## config.mk

```make
export PLATFORM = sky130hd
export DESIGN_NAME = mode_detect
export DESIGN_NICKNAME = d
export VERILOG_FILES = /design/src/rtl/mode_detect_pkg.sv /design/src/rtl/mode_detect_sync.sv /design/src/rtl/mode_detect.sv
export SDC_FILE = /design/constraint.sdc
export NUM_CORES = 1
export LEC_CHECK = 0
export CAP_MARGIN = 10
export CORE_MARGIN = 2
export CORE_UTILIZATION = 50
export CTS_BUF_LIST = sky130_fd_sc_hd__clkbuf_16
export CTS_CLUSTER_SIZE = 16
export DETAILED_ROUTE_END_ITERATION = 7
export PLACE_DENSITY = 0.7
export REMOVE_ABC_BUFFERS = 1
export SYNTH_ARGS = -nofsm -noshare
export SYNTH_HDL_FRONTEND = slang
export SYNTH_SLANG_ARGS = --single-unit
```

## constraint.sdc

```tcl
create_clock -name PCLK -period 3.15 [get_ports PCLK]
set_clock_uncertainty 0.1 [all_clocks]
set_input_delay 0.63 -clock PCLK [delete_from_list [all_inputs] [get_ports PCLK]]
set_output_delay 0.63 -clock PCLK [all_outputs]
set_load 0.02 [all_outputs]
```

## src/rtl/mode_detect_pkg.sv

```systemverilog
// Shared widths, timeout limits and FSM state encoding for the video mode detector.
package mode_detect_pkg;

  localparam int H_W       = 12;
  localparam int V_W       = 11;
  localparam int VSW_W     = 4;
  localparam int H_TIMEOUT = 4095;
  localparam int V_TIMEOUT = 2047;

  typedef enum logic [1:0] {
    ST_NOSYNC  = 2'd0,
    ST_MEASURE = 2'd1,
    ST_LOCKED  = 2'd2
  } state_t;

  function automatic logic [H_W-1:0] h_absdiff(input logic [H_W-1:0] a, input logic [H_W-1:0] b);
    return (a >= b) ? (a - b) : (b - a);
  endfunction

endpackage

```

## src/rtl/mode_detect_sync.sv

```systemverilog
// Edge detector plus saturating period/low-width counters for one active-low sync.
// CYCLE_MODE counts clocks (hsync); otherwise it counts tick pulses (lines for vsync).
module sync_meas #(
  parameter int               CNT_W      = 12,
  parameter int               WID_W      = 12,
  parameter logic [CNT_W-1:0] CNT_MAX    = '1,
  parameter bit               CYCLE_MODE = 1'b1
) (
  input  logic             clk,
  input  logic             rst_n,
  input  logic             sync_in,
  input  logic             tick,
  input  logic             disarm,
  output logic             fall,
  output logic             at_max,
  output logic [CNT_W-1:0] period,
  output logic [WID_W-1:0] width
);

  logic             sync_r_q, sync_p_q;
  logic             armed_q, armed_d;
  logic             rise;
  logic [CNT_W-1:0] cnt_q, cnt_d, cnt_inc;
  logic [CNT_W-1:0] period_q, period_d;
  logic [WID_W-1:0] wcnt_q, wcnt_d, wsum;
  logic [WID_W-1:0] width_q, width_d;

  assign fall   = sync_p_q & ~sync_r_q;
  assign rise   = ~sync_p_q & sync_r_q;
  assign at_max = (cnt_q == CNT_MAX);
  assign period = period_q;
  assign width  = width_q;

  always_comb begin
    cnt_inc  = at_max ? cnt_q : cnt_q + CNT_W'(tick);
    wsum     = (&wcnt_q) ? wcnt_q : wcnt_q + WID_W'(tick);
    cnt_d    = cnt_inc;
    period_d = period_q;
    wcnt_d   = wcnt_q;
    width_d  = width_q;
    armed_d  = armed_q;
    if (fall) begin
      cnt_d   = CYCLE_MODE ? CNT_W'(1) : '0;
      wcnt_d  = WID_W'(tick);
      armed_d = 1'b1;
      // A period is only trusted when a previous edge started it cleanly.
      if (armed_q && !disarm) begin
        period_d = CYCLE_MODE ? cnt_q : cnt_inc;
      end
    end else begin
      if (disarm) begin
        armed_d = 1'b0;
      end
      if (!sync_r_q) begin
        wcnt_d = wsum;
      end
    end
    if (rise && armed_q) begin
      width_d = wcnt_q;
    end
  end

  always_ff @(posedge clk or negedge rst_n) begin
    if (!rst_n) begin
      sync_r_q <= 1'b0;
      sync_p_q <= 1'b0;
      armed_q  <= 1'b0;
      cnt_q    <= '0;
      period_q <= '0;
      wcnt_q   <= '0;
      width_q  <= '0;
    end else begin
      sync_r_q <= sync_in;
      sync_p_q <= sync_r_q;
      armed_q  <= armed_d;
      cnt_q    <= cnt_d;
      period_q <= period_d;
      wcnt_q   <= wcnt_d;
      width_q  <= width_d;
    end
  end

endmodule

```

## src/rtl/mode_detect.sv

```systemverilog
// Video mode detector: measures H/V timing and locks once it is stable for STABLE_FRAMES frames.
module mode_detect
  import mode_detect_pkg::*;
#(
  parameter int STABLE_FRAMES = 3,
  parameter int H_TOL         = 2
) (
  input  logic             PCLK,
  input  logic             reset_n,
  input  logic             HSYNC_in,
  input  logic             VSYNC_in,
  output logic [H_W-1:0]   htotal,
  output logic [H_W-1:0]   hsync_w,
  output logic [V_W-1:0]   vtotal,
  output logic [VSW_W-1:0] vsync_w,
  output logic             mode_valid,
  output logic             mode_changed,
  output logic             sync_lost
);

  localparam int            SW       = $clog2(STABLE_FRAMES + 1);
  localparam logic [SW-1:0] STAB_MAX = SW'(STABLE_FRAMES);

  logic h_fall, h_at_max, v_fall, v_at_max, timeout, match;
  state_t         state_q, state_d;
  logic [SW-1:0]  stab_q, stab_d;
  logic           vseen_q, vseen_d;
  logic           v_evt_q, v_evt_d;
  logic [H_W-1:0] ht_ref_q, ht_ref_d;
  logic [V_W-1:0] vt_ref_q, vt_ref_d;
  logic           mode_valid_q, mode_valid_d;
  logic           mv_prev_q;
  logic           mode_changed_q, mode_changed_d;

  sync_meas #(.CNT_W(H_W), .WID_W(H_W), .CNT_MAX(H_W'(H_TIMEOUT)), .CYCLE_MODE(1'b1)) u_hmeas (
    .clk(PCLK), .rst_n(reset_n), .sync_in(HSYNC_in), .tick(1'b1), .disarm(timeout),
    .fall(h_fall), .at_max(h_at_max), .period(htotal), .width(hsync_w)
  );

  sync_meas #(.CNT_W(V_W), .WID_W(VSW_W), .CNT_MAX(V_W'(V_TIMEOUT)), .CYCLE_MODE(1'b0)) u_vmeas (
    .clk(PCLK), .rst_n(reset_n), .sync_in(VSYNC_in), .tick(h_fall), .disarm(timeout),
    .fall(v_fall), .at_max(v_at_max), .period(vtotal), .width(vsync_w)
  );

  assign timeout = h_at_max | v_at_max;
  // Evaluate the frame one cycle after the V edge, once htotal/vtotal have loaded.
  assign v_evt_d = v_fall & ~timeout;
  assign match   = (vtotal == vt_ref_q) && (h_absdiff(htotal, ht_ref_q) <= H_W'(H_TOL));

  always_comb begin
    state_d  = state_q;
    stab_d   = stab_q;
    vseen_d  = vseen_q;
    ht_ref_d = ht_ref_q;
    vt_ref_d = vt_ref_q;
    if (timeout) begin
      state_d = ST_NOSYNC;
      stab_d  = '0;
      vseen_d = 1'b0;
    end else if (v_evt_q) begin
      ht_ref_d = htotal;
      vt_ref_d = vtotal;
      case (state_q)
        ST_NOSYNC: begin
          if (vseen_q) begin
            state_d = ST_MEASURE;
            stab_d  = '0;
            vseen_d = 1'b0;
          end else begin
            vseen_d = 1'b1;
          end
        end
        default: begin
          if (match) begin
            stab_d = (stab_q < STAB_MAX) ? stab_q + SW'(1) : stab_q;
            if (stab_d == STAB_MAX) begin
              state_d = ST_LOCKED;
            end
          end else begin
            stab_d  = '0;
            state_d = ST_MEASURE;
          end
        end
      endcase
    end
    mode_valid_d   = (state_d == ST_LOCKED);
    mode_changed_d = mode_valid_q ^ mv_prev_q;
  end

  always_ff @(posedge PCLK or negedge reset_n) begin
    if (!reset_n) begin
      state_q        <= ST_NOSYNC;
      stab_q         <= '0;
      vseen_q        <= 1'b0;
      v_evt_q        <= 1'b0;
      ht_ref_q       <= '0;
      vt_ref_q       <= '0;
      mode_valid_q   <= 1'b0;
      mv_prev_q      <= 1'b0;
      mode_changed_q <= 1'b0;
    end else begin
      state_q        <= state_d;
      stab_q         <= stab_d;
      vseen_q        <= vseen_d;
      v_evt_q        <= v_evt_d;
      ht_ref_q       <= ht_ref_d;
      vt_ref_q       <= vt_ref_d;
      mode_valid_q   <= mode_valid_d;
      mv_prev_q      <= mode_valid_q;
      mode_changed_q <= mode_changed_d;
    end
  end

  assign mode_valid   = mode_valid_q;
  assign mode_changed = mode_changed_q;
  assign sync_lost    = (state_q == ST_NOSYNC);

endmodule

```

==> summary.md, run 1 <==
The run finished with clean final reports. The clock-pin slew on the worst setup and hold paths is 60 ps. The worst setup path is captured at a flip-flop. Once placement finished, the instance area stood at 0.00681 sq mm.

The fraction of synthesis flops using an asynchronous set or reset pin is 1.00. The class of the most critical setup path is reg -> reg. The logs give 0 for the antenna diode count and 0.297 for the sequential share of power. The logs give 0 for the count of endpoints failing hold in the final timing report and 0 for the total number of yosys warnings. The tools report the routability congestion estimate as 0.898.

In this run, distinct cell masters in the synthesized netlist total 62. The global-route total usage across every layer is 0.216, and the share of the clock period used by the worst path after layout is 0.985. The count of nets after finishing was 690; the fraction of final layout cells with drive strength greater than 1 was 0.180.

TritonCTS built the clock tree. Once detailed placement completed, the half-perimeter wirelength came to 9.41 mm. The synthesized area per cell was 10.3 sq um; the placeable core region was 0.0120 sq mm.

For the post-synthesis instance total, the log shows 596. The logs give 0 for the final routed DRC violation total and 4 for the number of levels in the clock H-tree. Critical path launch point type: a flip-flop. The routed wirelength normalized by instance count was 16.5 microns; the overall via count from detail_route was 4666. The maximum number of pins on one net before global-route repair is 50, and the number of synthesized register bits is 116. The final critical delay including setup and external delays came out at 3100 ps.

For this block, the routed nets add up to 13.5 mm of wire. The global-route wire length before repair is 22.4 mm. Initial cell density of the core: 0.512. The cell area that synthesis handed to floorplanning was 0.00615 sq mm. Data arrives at the worst endpoint at 3310 ps. The tools report the number of violations reported at the end of detailed-routing iteration 0 as 293. At the later pin of the worst-skew pair, clock insertion delay measures 410 ps. IR analysis of the VDD net gives a maximum drop of 393 uV. In this run the tool buffered the top-level ports with 45 buffer cells.

From bottom edge to top edge, the die measures 115 microns. The net switching power was 2.04 mW; the switching share of power was 0.343. Before antenna repair, the detailed router went through 5 iterations.

The maximum fanout along the worst path was 6; the max capacitance violation total was 0. The combinational fraction of design power was 0.379. Timing would allow up to 0.322 GHz. For the post-route standard cell area excluding fillers, the log shows 0.00748 sq mm.

The synthesized design contains 0 enable-type register cells. In the routed layout, each cell is associated on average with a via count of 5.73. The via count of the first global-routing pass is 4602. The clock passes through at most 2 buffers. The number of hold buffers added after CTS was 0.

The tools report the hold slack as 136 ps. The initial antenna violation count was 0. The clock network power share is 0.324, and the number of clock sinks is 116. For this run, the leading register cell type out of synthesis is sky130_fd_sc_hd__dfrtp_1. The internal portion of the total power is 3.91 mW. Sequential share of the synthesized area: 0.472. The total overflow left after global routing is 0. For the number of buffers inserted during clock tree synthesis, the log shows 17. Row generation in the floorplan step produced 40 rows. At the pin with the least slew margin, the transition time is 604 ps. The tools report the cell at the root of the clock tree as sky130_fd_sc_hd__clkbuf_16. The count of nets left with antenna violations after detail routing was 0; the required time at the endpoint of the critical path was 3360 ps. The worst hold path belongs to the class in -> async.

In this run the power density over the cells is 795 mW/mm^2. The total of endpoints with negative setup slack in the final report was 0; the layout overhead on the synthesized area was 21.6%. The logs give 0 for the count of final max-slew check failures and 0.597 for the worst slew margin relative to its limit. The die is 115 microns wide.

The die area was 0.0132 sq mm. The count of boundary I/O pins was 46. The tools report the total leakage power as 3.47 nW.
layout by cell type, fill, tap and decap left out, types with 5 or more instances in the layout:
master and count:
sky130_fd_sc_hd__mux2_2 41, sky130_fd_sc_hd__a21oi_1 24, sky130_fd_sc_hd__o21ai_0 35, sky130_fd_sc_hd__and3_1 13
sky130_fd_sc_hd__ha_1 26, sky130_fd_sc_hd__or3_1 5, sky130_fd_sc_hd__xor2_1 29, sky130_fd_sc_hd__nor3_1 8
sky130_fd_sc_hd__a21o_1 10, sky130_fd_sc_hd__nor2_1 51, sky130_fd_sc_hd__buf_4 18, sky130_fd_sc_hd__nor2b_1 7
sky130_fd_sc_hd__clkbuf_16 17, sky130_fd_sc_hd__inv_1 36, sky130_fd_sc_hd__dfrtp_1 116, sky130_fd_sc_hd__o31ai_1 5
sky130_fd_sc_hd__nand3_1 12, sky130_fd_sc_hd__clkdlybuf4s50_1 44, sky130_fd_sc_hd__nand2_1 50, sky130_fd_sc_hd__xnor2_1 16
sky130_fd_sc_hd__nand4_1 14
power groups by stage:
stage | registers, mW | logic (mW) | clock network, mW
3_3_place_gp | 1.78 | 1.96 | 0
3_5_place_dp | 1.79 | 1.98 | 0
2_1_floorplan | 1.82 | 1.41 | 0
5_1_grt | 1.78 | 2.43 | 2.01
6_report | 1.77 | 2.26 | 1.92
4_1_cts | 1.77 | 2.02 | 1.95
critical path: stages (launching register included):
cell and delay (ps):
sky130_fd_sc_hd__dfrtp_1 430, sky130_fd_sc_hd__ha_1 410, sky130_fd_sc_hd__and3_1 250, sky130_fd_sc_hd__and3_4 210
sky130_fd_sc_hd__a22oi_4 190, sky130_fd_sc_hd__nand2_4 120, sky130_fd_sc_hd__o311ai_2 270, sky130_fd_sc_hd__o211ai_1 180
sky130_fd_sc_hd__nor4_2 380, sky130_fd_sc_hd__nand2_2 160, sky130_fd_sc_hd__a221oi_2 290
flip-flops by register name, indices dropped and copies added (netlist names):
signal            count
u_vmeas.cnt_q        11
vseen_q               1
u_vmeas.armed_q       1
u_hmeas.cnt_q        12
stab_q                2
mv_prev_q             1
v_evt_q               1
u_hmeas.sync_p_q      1
u_vmeas.period       11
u_hmeas.wcnt_q       12
u_vmeas.sync_p_q      1
u_vmeas.sync_r_q      1
vt_ref_q             11
u_hmeas.sync_r_q      1
u_vmeas.width         4
mode_changed          1
u_hmeas.period       12
state_q               2
u_hmeas.armed_q       1
mode_valid            1
u_hmeas.width        12
u_vmeas.wcnt_q        4
ht_ref_q             12
final timing paths:
kind                                          from                 to  slack [ps]  cells past startpoint
worst max-delay path            u_hmeas.period[11]         mode_valid          50                     10
worst min-delay path                       reset_n  u_vmeas.wcnt_q[2]         140                      1
worst max register to register  u_hmeas.period[11]         mode_valid          50                     10
worst min register to register           mv_prev_q       mode_changed         330                      1
max in group asynchronous                  reset_n        ht_ref_q[1]        2090                      2
min in group PCLK                        mv_prev_q       mode_changed         330                      1
through the flow:
step	setup slack (ps)	total power, mW	std cells	utilization	TNS, ps
floorplan	118	3.23	573	-	0
global placement	121	3.74	781	0.567	0
detailed placement	-8.86	3.77	781	0.567	-8.86
CTS	5.37	5.74	813	0.616	0
global route	-102	6.23	815	0.623	-301
finish	45.9	5.95	815	0.623	0
layer usage:
layer,part of all wire,wire length (microns),global-route usage
met5,0,0,0
met4,0.020,270,0.0779
met3,0.046,619,0.0501
met2,0.48,6490,0.344
met1,0.45,6100,0.291
kinds of logic (layout without fill, tap and decap cells):
logic type / after synthesis / after routing / share of synthesized area
flip-flops: 116 / 116 / 0.472
adder cells (fa/ha/maj): 31 / 31 / 0.0655
multiplexers: 45 / 45 / 0.0815
buffers and inverters: 56 / 128 / 0.0386
AO/OA/AOI/OAI: 115 / 115 / 0.124
AND/OR/NAND/NOR: 188 / 188 / 0.154
XOR/XNOR: 45 / 45 / 0.0640
area by class of cell:
class	instances	area [sq um]
fill	947	4530
multi-input combinational	424	3080
sequential	116	2900
timing repair buffer	63	596
clock buffer	17	425
tap	147	184
clock inverter	15	166
inverter	33	124
what timing repair did:
item / in CTS / in global routing
buffers inserted: 0 / 2
setup endpoints to repair: 4 / 5
pin swaps: 0 / 4
resized for setup: 1 / 15
Yosys cell counts, types with 3 or more instances:
master / instances / area (sq um)
sky130_fd_sc_hd__clkbuf_1: 14 / 52.6
sky130_fd_sc_hd__or3_1: 5 / 31.3
sky130_fd_sc_hd__nand2b_1: 3 / 18.8
sky130_fd_sc_hd__nand3b_1: 4 / 30.0
sky130_fd_sc_hd__and4_1: 3 / 26.3
sky130_fd_sc_hd__xor2_1: 29 / 254
sky130_fd_sc_hd__inv_1: 33 / 124
sky130_fd_sc_hd__o31ai_1: 5 / 37.5
sky130_fd_sc_hd__nand4_1: 14 / 87.6
sky130_fd_sc_hd__nor3_1: 8 / 40.0
sky130_fd_sc_hd__a21oi_1: 26 / 130
sky130_fd_sc_hd__a211o_1: 3 / 26.3
sky130_fd_sc_hd__nand3_1: 12 / 60.1
sky130_fd_sc_hd__a21o_1: 10 / 75.1
sky130_fd_sc_hd__o211ai_1: 4 / 30.0
sky130_fd_sc_hd__nand2_1: 50 / 188
sky130_fd_sc_hd__a221oi_1: 5 / 43.8
sky130_fd_sc_hd__nor2_1: 51 / 191
sky130_fd_sc_hd__ha_1: 29 / 363
sky130_fd_sc_hd__and3_1: 13 / 81.3
sky130_fd_sc_hd__dfrtp_1: 116 / 2900
sky130_fd_sc_hd__buf_2: 4 / 20.0
sky130_fd_sc_hd__mux2_2: 41 / 462
sky130_fd_sc_hd__nor2b_1: 8 / 50.1
sky130_fd_sc_hd__o21ai_0: 36 / 180
sky130_fd_sc_hd__mux2i_1: 4 / 40.0
sky130_fd_sc_hd__xnor2_1: 16 / 140
Note: power is estimated with default switching activity, not from simulation.
==> inputs of run 2 (changes only) <==
Settings changed: CORE_MARGIN 2 to default.
==> run 2 against run 1 <==
Compared with the run above:
- routed wire length is 2.9% lower
- global-route usage is 0.29 points higher
- non-clock buffer count is 3 higher
- register-to-register slack better by 100 ps
- largest cell class unchanged
- design area about the same
- sequential share of layout area about the same
- sequential power barely moved
- critical endpoint unchanged
- critical path depth stayed put
- highest routed layer unchanged
==> summary.md, run 2 (same netlist as run 1, synthesis figures left out) <==
The maximum fanout along the worst path is 8 (+2), and the routed wire length is 13.1 mm (-2.9%). The maximum buffer depth of the clock tree is 2 (unchanged). The count of nets after finishing is 693 (+0.43%), and the cell area after placement is 0.00681 sq mm (unchanged).

The logs give 4 (unchanged) for the number of levels in the clock H-tree and 0 (unchanged) for the antenna diode count. Post-detailed-route via-to-cell ratio: 5.64 (-1.5%). The logs give 0.868 (-3.3%) for the routability congestion estimate and -89.3 ps (-80.5 ps) for the setup slack at placement. The final worst-path setup slack came out at 147 ps (+101 ps). The run gives 5.73 mW (-3.6%) as the total chip power.

Grouping stages by cell kind, the critical path spends the most delay in simple AND/OR/NAND/NOR gates. The worst setup path is captured at a flip-flop. The tools report the global-route total usage across every layer as 0.219 (+0.00287). The worst setup path is launched from a flip-flop.

The tools report the worst ir drop on vdd as 484 uV (+23%). The worst-margin pin slew was 591 ps (-13.1 ps). TritonCTS built the clock tree. The run gives 116 (unchanged) as the number of clock sinks.

The class of the most critical setup path is reg -> reg. The logs give 0 (unchanged) for the count of final max-slew check failures and 4526 (-1.7%) for the via count of the first global-routing pass. The count of port buffers added during placement was 45 (unchanged); the count of standard-cell rows was 40 (unchanged). The total power divided by cell area was 766 mW/mm^2 (-3.6%).

The number of violations reported at the end of detailed-routing iteration 0 is 252 (-14%), and the count of nets left with antenna violations after detail routing is 0 (unchanged). The timing-limited maximum frequency was 0.333 GHz (+3.4%). The layout overhead on the synthesized area works out to 21.5% (about the same). The path class of the tightest hold or removal check is reg -> reg. Largest stage delay on the critical path: 390 ps (-40 ps).

The number of cells on the critical path works out to 10 (unchanged). The critical register-to-register path startpoint is u_hmeas.period[11]. The tools report the cell at the root of the clock tree as sky130_fd_sc_hd__clkbuf_16.

The tools report the number of iterations in the first detailed-routing pass as 4 (-1). The insertion delay of the later-clocked pin in the worst-skew pair came out at 420 ps (about the same). Start point of the critical path: u_hmeas.period[11]. The most common library cell in the layout ignoring fill and taps was sky130_fd_sc_hd__dfrtp_1. The vertical die dimension is 113 microns (-1.7%). The filler-free cell count of the finished design is 818 (+0.37%).

The final HPWL from detailed placement is 9.15 mm (-2.8%), and the die area is 0.0128 sq mm (-3.5%). The flow ran to the end, and the final reports show no timing, DRC or antenna violations. The maximum number of pins on one net before global-route repair is 104 (+110%).

The tools report the number of buffers inserted during clock tree synthesis as 17 (unchanged). The capturing instance or port of the critical path is mode_valid. The initial cell density of the core was 0.512 (unchanged). Count of boundary I/O pins: 46 (unchanged).

The overall die width is 113 microns (-1.7%), and the global-route wire length before repair is 21.6 mm (-3.4%). The overall via count from detail_route was 4614 (-1.1%); the share of the clock period used by the worst path after layout was 0.953 (-0.0320). The number of cells after detailed placement is 781 (unchanged), and the signal arrival time at the worst endpoint is 3210 ps (-100 ps). Final routed DRC violation total: 0 (unchanged).

The top cell types in the final layout, fill and taps aside, are 116 x sky130_fd_sc_hd__dfrtp_1, 51 x sky130_fd_sc_hd__nor2_1, 50 x sky130_fd_sc_hd__nand2_1. The worst path buffer plus inverter count was 0 (unchanged). The total of endpoints with negative setup slack in the final report came out at 0 (unchanged). The capture point of the worst reg-to-reg path is mode_valid. Final critical delay including setup and external delays: 3000 ps (-101 ps). For this design, the slowest cell found on the critical path is sky130_fd_sc_hd__ha_1. The fraction of final layout cells with drive strength greater than 1 was 0.185 (+0.00516); the placeable core region was 0.0120 sq mm (unchanged). Traced cell by cell, the critical path runs through ha_1 -> and3_2 -> and3_4 -> a22oi_4 -> nand2_4 -> o311ai_2 -> o211ai_1 -> nor4_2 -> nand2_2 -> a221oi_2. The worst slew margin relative to its limit is 0.605 (+0.00753), and the fraction of the core area covered by cells at the end of the flow is 0.622 (about the same). The logs give 0 (unchanged) for the total global routing overflow and 0 (unchanged) for the initial antenna violation count. The tools report the total leakage power as 3.47 nW (-0.17%). The count of cells along the worst register-to-register path is 10 (unchanged), and the clock-pin slew on the worst setup and hold paths is 50 ps (about the same). The required time at the endpoint of the critical path came out at 3360 ps (about the same). The count of endpoints failing hold in the final timing report is 0 (unchanged), and the post-route standard cell area excluding fillers is 0.00748 sq mm (about the same). The slack of the worst reg-to-reg path was 150 ps (+100 ps); the routed wirelength normalized by instance count was 16.0 microns (-3.2%). The max capacitance violation total came out at 0 (unchanged).
[run 2: worst min-delay path by stage]
| stage | start | endpoint | depth (start not counted) |
|---|---|---|---|
| after floorplan | reset_n | ht_ref_q[0] | 0 |
| after global placement | mv_prev_q | mode_changed | 1 |
| after detailed placement | mode_valid | mv_prev_q | 0 |
| after CTS | mode_valid | mv_prev_q | 0 |
| after global routing | mode_valid | mv_prev_q | 0 |
| final | mode_valid | mv_prev_q | 0 |
[run 2: layout make-up]
cell class / instances / area [sq um]
Fill cell: 973 / 4540
Multi-Input combinational cell: 424 / 3080
Sequential cell: 116 / 2900
Timing Repair Buffer: 66 / 621
Clock buffer: 17 / 425
Tap cell: 147 / 184
Clock inverter: 15 / 143
Inverter: 33 / 124
[run 2: worst reg2reg max path: cells and delay by family, from the launching register on]
| family | cells | cell delay, ps |
|---|---|---|
| and+or+nand+nor | 5 | 1140 |
| DFF | 1 | 380 |
| adders and majority gates | 1 | 390 |
| AOI/OAI and AO/OA | 4 | 880 |
[run 2: power by group]
| part | leakage (nW) | internal [mW] | switching [mW] | total [mW] |
|---|---|---|---|---|
| Sequential | 1.55 | 1.63 | 0.140 | 1.77 |
| Clock | 0.275 | 1.15 | 0.692 | 1.84 |
| Combinational | 1.64 | 0.981 | 1.14 | 2.12 |
| Total | 3.47 | 3.76 | 1.97 | 5.73 |
[run 2: through the flow]
step / TNS [ps] / hold slack, ps
after floorplan: 0 / 234
after global placement: 0 / 323
after detailed placement: -300 / 310
after CTS: 0 / 321
after global routing: -57.4 / 342
final: 0 / 316
[run 2: repair_timing]
item,in CTS,in global routing
hold endpoints to repair,13,0
gates resized for setup,2,17
hold buffers,1,0
buffers inserted,0,4
endpoints found under the setup margin,5,5
pin swaps,0,5
[run 2: routing by layer]
metal	vias up	routed length, microns	GRT usage	share of wire
li1	2221	-	-	-
met1	2280	6170	0.292	0.47
met2	101	6290	0.352	0.48
met3	12	497	0.0530	0.038
met4	0	130	0.0719	0.0099
met5	-	0	0	0
==> inputs of run 3 (changes only) <==
Settings changed: SETUP_SLACK_MARGIN from default to 0.02.
==> run 3 against run 2 <==
Compared with the run above:
- register-to-register slack about the same
- sequential power is essentially flat
- critical endpoint unchanged
- largest power group unchanged
- fmax fell by 0.49%
==> summary.md, run 3 (same netlist as run 1, synthesis figures left out) <==
The total global routing overflow is 0 (unchanged), and the count of nets after finishing is 692 (-0.14%). The timing-limited maximum frequency is 0.331 GHz (-0.49%). The run finished with clean final reports. The setup slack at placement was -89.3 ps (unchanged); the number of violations reported at the end of detailed-routing iteration 0 was 282 (+12%). The worst min-delay path category was reg -> reg.

The worst setup path is launched from a flip-flop. The count of standard-cell rows came out at 40 (unchanged). The max capacitance violation total is 0 (unchanged).

For the count of final max-slew check failures, the log shows 0 (unchanged). Count of port buffers added during placement: 45 (unchanged). The final HPWL from detailed placement was 9.15 mm (unchanged); the final critical delay including setup and external delays was 3020 ps (+14.8 ps). The routed wirelength normalized by instance count was 16.1 microns (+0.29%); the routability congestion estimate was 0.868 (unchanged). The accumulated negative setup slack was 0 ps (unchanged); the routed wire length was 13.1 mm (+0.17%). Count of endpoints failing hold in the final timing report: 0 (unchanged). The logs give 0 (unchanged) for the count of nets left with antenna violations after detail routing and 4 (unchanged) for the number of levels in the clock H-tree. The initial cell density of the core was 0.512 (unchanged); the antenna diode count was 0 (unchanged).

Worst-margin pin slew: 590 ps (-1.06 ps). The maximum number of pins on one net before global-route repair was 104 (unchanged); the post-detailed-route via-to-cell ratio was 5.60 (-0.75%). The total power divided by cell area came out at 768 mW/mm^2 (+0.22%). Critical path capture point type: a flip-flop. TritonCTS built the clock tree.

Final worst-path setup slack: 132 ps (-14.8 ps). CTS placed an instance of sky130_fd_sc_hd__clkbuf_16 at the clock tree root. The clock-pin slew on the worst setup and hold paths was 50 ps (about the same); the die area was 0.0128 sq mm (unchanged).

Maximum buffer depth of the clock tree: 2 (unchanged). The fraction of final layout cells with drive strength greater than 1 is 0.182 (-0.00271). The library cell used most frequently in the layout, excluding fill and tap cells, is sky130_fd_sc_hd__dfrtp_1. The via count of the first global-routing pass is 4537 (+0.24%). The run gives 781 (unchanged) as the number of cells after detailed placement. The logs give 3370 ps (about the same) for the required time at the endpoint of the critical path and 3.46 nW (-0.23%) for the total leakage power.

Insertion delay of the later-clocked pin in the worst-skew pair: 420 ps (about the same). Overall die width: 113 microns (unchanged). Leaving out fill and tap cells, the most frequent cells in the layout are 116 x sky130_fd_sc_hd__dfrtp_1, 51 x sky130_fd_sc_hd__nor2_1, 50 x sky130_fd_sc_hd__nand2_1.

For the filler-free cell count of the finished design, the log shows 817 (-0.12%). The number of buffers inserted during clock tree synthesis is 17 (unchanged), and the global-route total usage across every layer is 0.219 (+0.000587). The post-route standard cell area excluding fillers is 0.00746 sq mm (-0.18%). Vertical die dimension: 113 microns (unchanged). The signal arrival time at the worst endpoint is 3230 ps (+20 ps), and the worst slew margin relative to its limit is 0.605 (+0.000711). The global-route wire length before repair came out at 21.7 mm (+0.38%). The class of the most critical setup path was reg -> reg.

The tools report the number of clock sinks as 116 (unchanged). The number of iterations in the first detailed-routing pass is 5 (+1), and the total of endpoints with negative setup slack in the final report is 0 (unchanged). The tools report the fraction of the core area covered by cells at the end of the flow as 0.621 (-0.00115). The tools report the overall via count from detail_route as 4574 (-0.87%). The cell area after placement is 0.00681 sq mm (unchanged). The maximum fanout along the worst path was 8 (unchanged); the layout overhead on the synthesized area was 21.3%. The share of the clock period used by the worst path after layout came out at 0.958 (+0.00471). The logs give 0 (unchanged) for the final routed DRC violation total and 0.0120 sq mm (unchanged) for the placeable core region.

The tools report the hold slack as 312 ps (-3.46 ps). The run gives 5.73 mW (about the same) as the total chip power. The initial antenna violation count was 0 (unchanged).

The worst ir drop on vdd came out at 484 uV (about the same). The slack of the worst reg-to-reg path was 130 ps (about the same); the count of boundary I/O pins was 46 (unchanged).
run 3: what timing repair did:
item                       in CTS  in global routing
hold buffers                    1                  0
gates resized for setup         5                 13
hold endpoints to repair       13                  0
pin swaps                       2                  3
gates cloned                    0                  0
setup endpoints to repair       5                  5
buffers inserted                0                  3
run 3: critical path, stage by stage, from the launching register on:
cell and delay [ps]:
sky130_fd_sc_hd__dfrtp_1 370, sky130_fd_sc_hd__inv_1 70, sky130_fd_sc_hd__ha_1 230, sky130_fd_sc_hd__fa_2 370
sky130_fd_sc_hd__a21boi_1 150, sky130_fd_sc_hd__o21ai_2 190, sky130_fd_sc_hd__a22oi_4 100, sky130_fd_sc_hd__nand2_4 130
sky130_fd_sc_hd__mux2i_2 250, sky130_fd_sc_hd__xnor2_1 120, sky130_fd_sc_hd__nor4_2 370, sky130_fd_sc_hd__nand2_2 150
sky130_fd_sc_hd__a221oi_2 300
run 3: power by group:
| group | total, mW | switching (mW) | internal, mW | leakage (nW) |
|---|---|---|---|---|
| logic | 2.11 | 1.13 | 0.980 | 1.63 |
| registers | 1.77 | 0.140 | 1.63 | 1.55 |
| clock network | 1.85 | 0.700 | 1.15 | 0.275 |
| total | 5.73 | 1.98 | 3.76 | 3.46 |
run 3: path summary, 6_finish.rpt:
kind | startpoint | end | cells past startpoint
min | mode_valid | mv_prev_q | 0
max reg2reg | u_hmeas.period[0] | mode_valid | 12
max | u_hmeas.period[0] | mode_valid | 12
min in group asynchronous | reset_n | mode_changed | 2
max in group asynchronous | reset_n | u_hmeas.wcnt_q[8] | 3
min reg2reg | mode_valid | mv_prev_q | 0
run 3: cell type report:
class	count	area (sq um)
Multi-Input combinational cell	424	3070
Tap cell	147	184
Clock buffer	17	425
Timing Repair Buffer	65	613
Fill cell	975	4550
Clock inverter	15	143
Sequential cell	116	2900
Inverter	33	124
run 3: layer usage:
layer,global-route usage,share of wire
met1,0.292,0.47
met2,0.354,0.47
met3,0.0530,0.036
met4,0.0719,0.017
met5,0,0
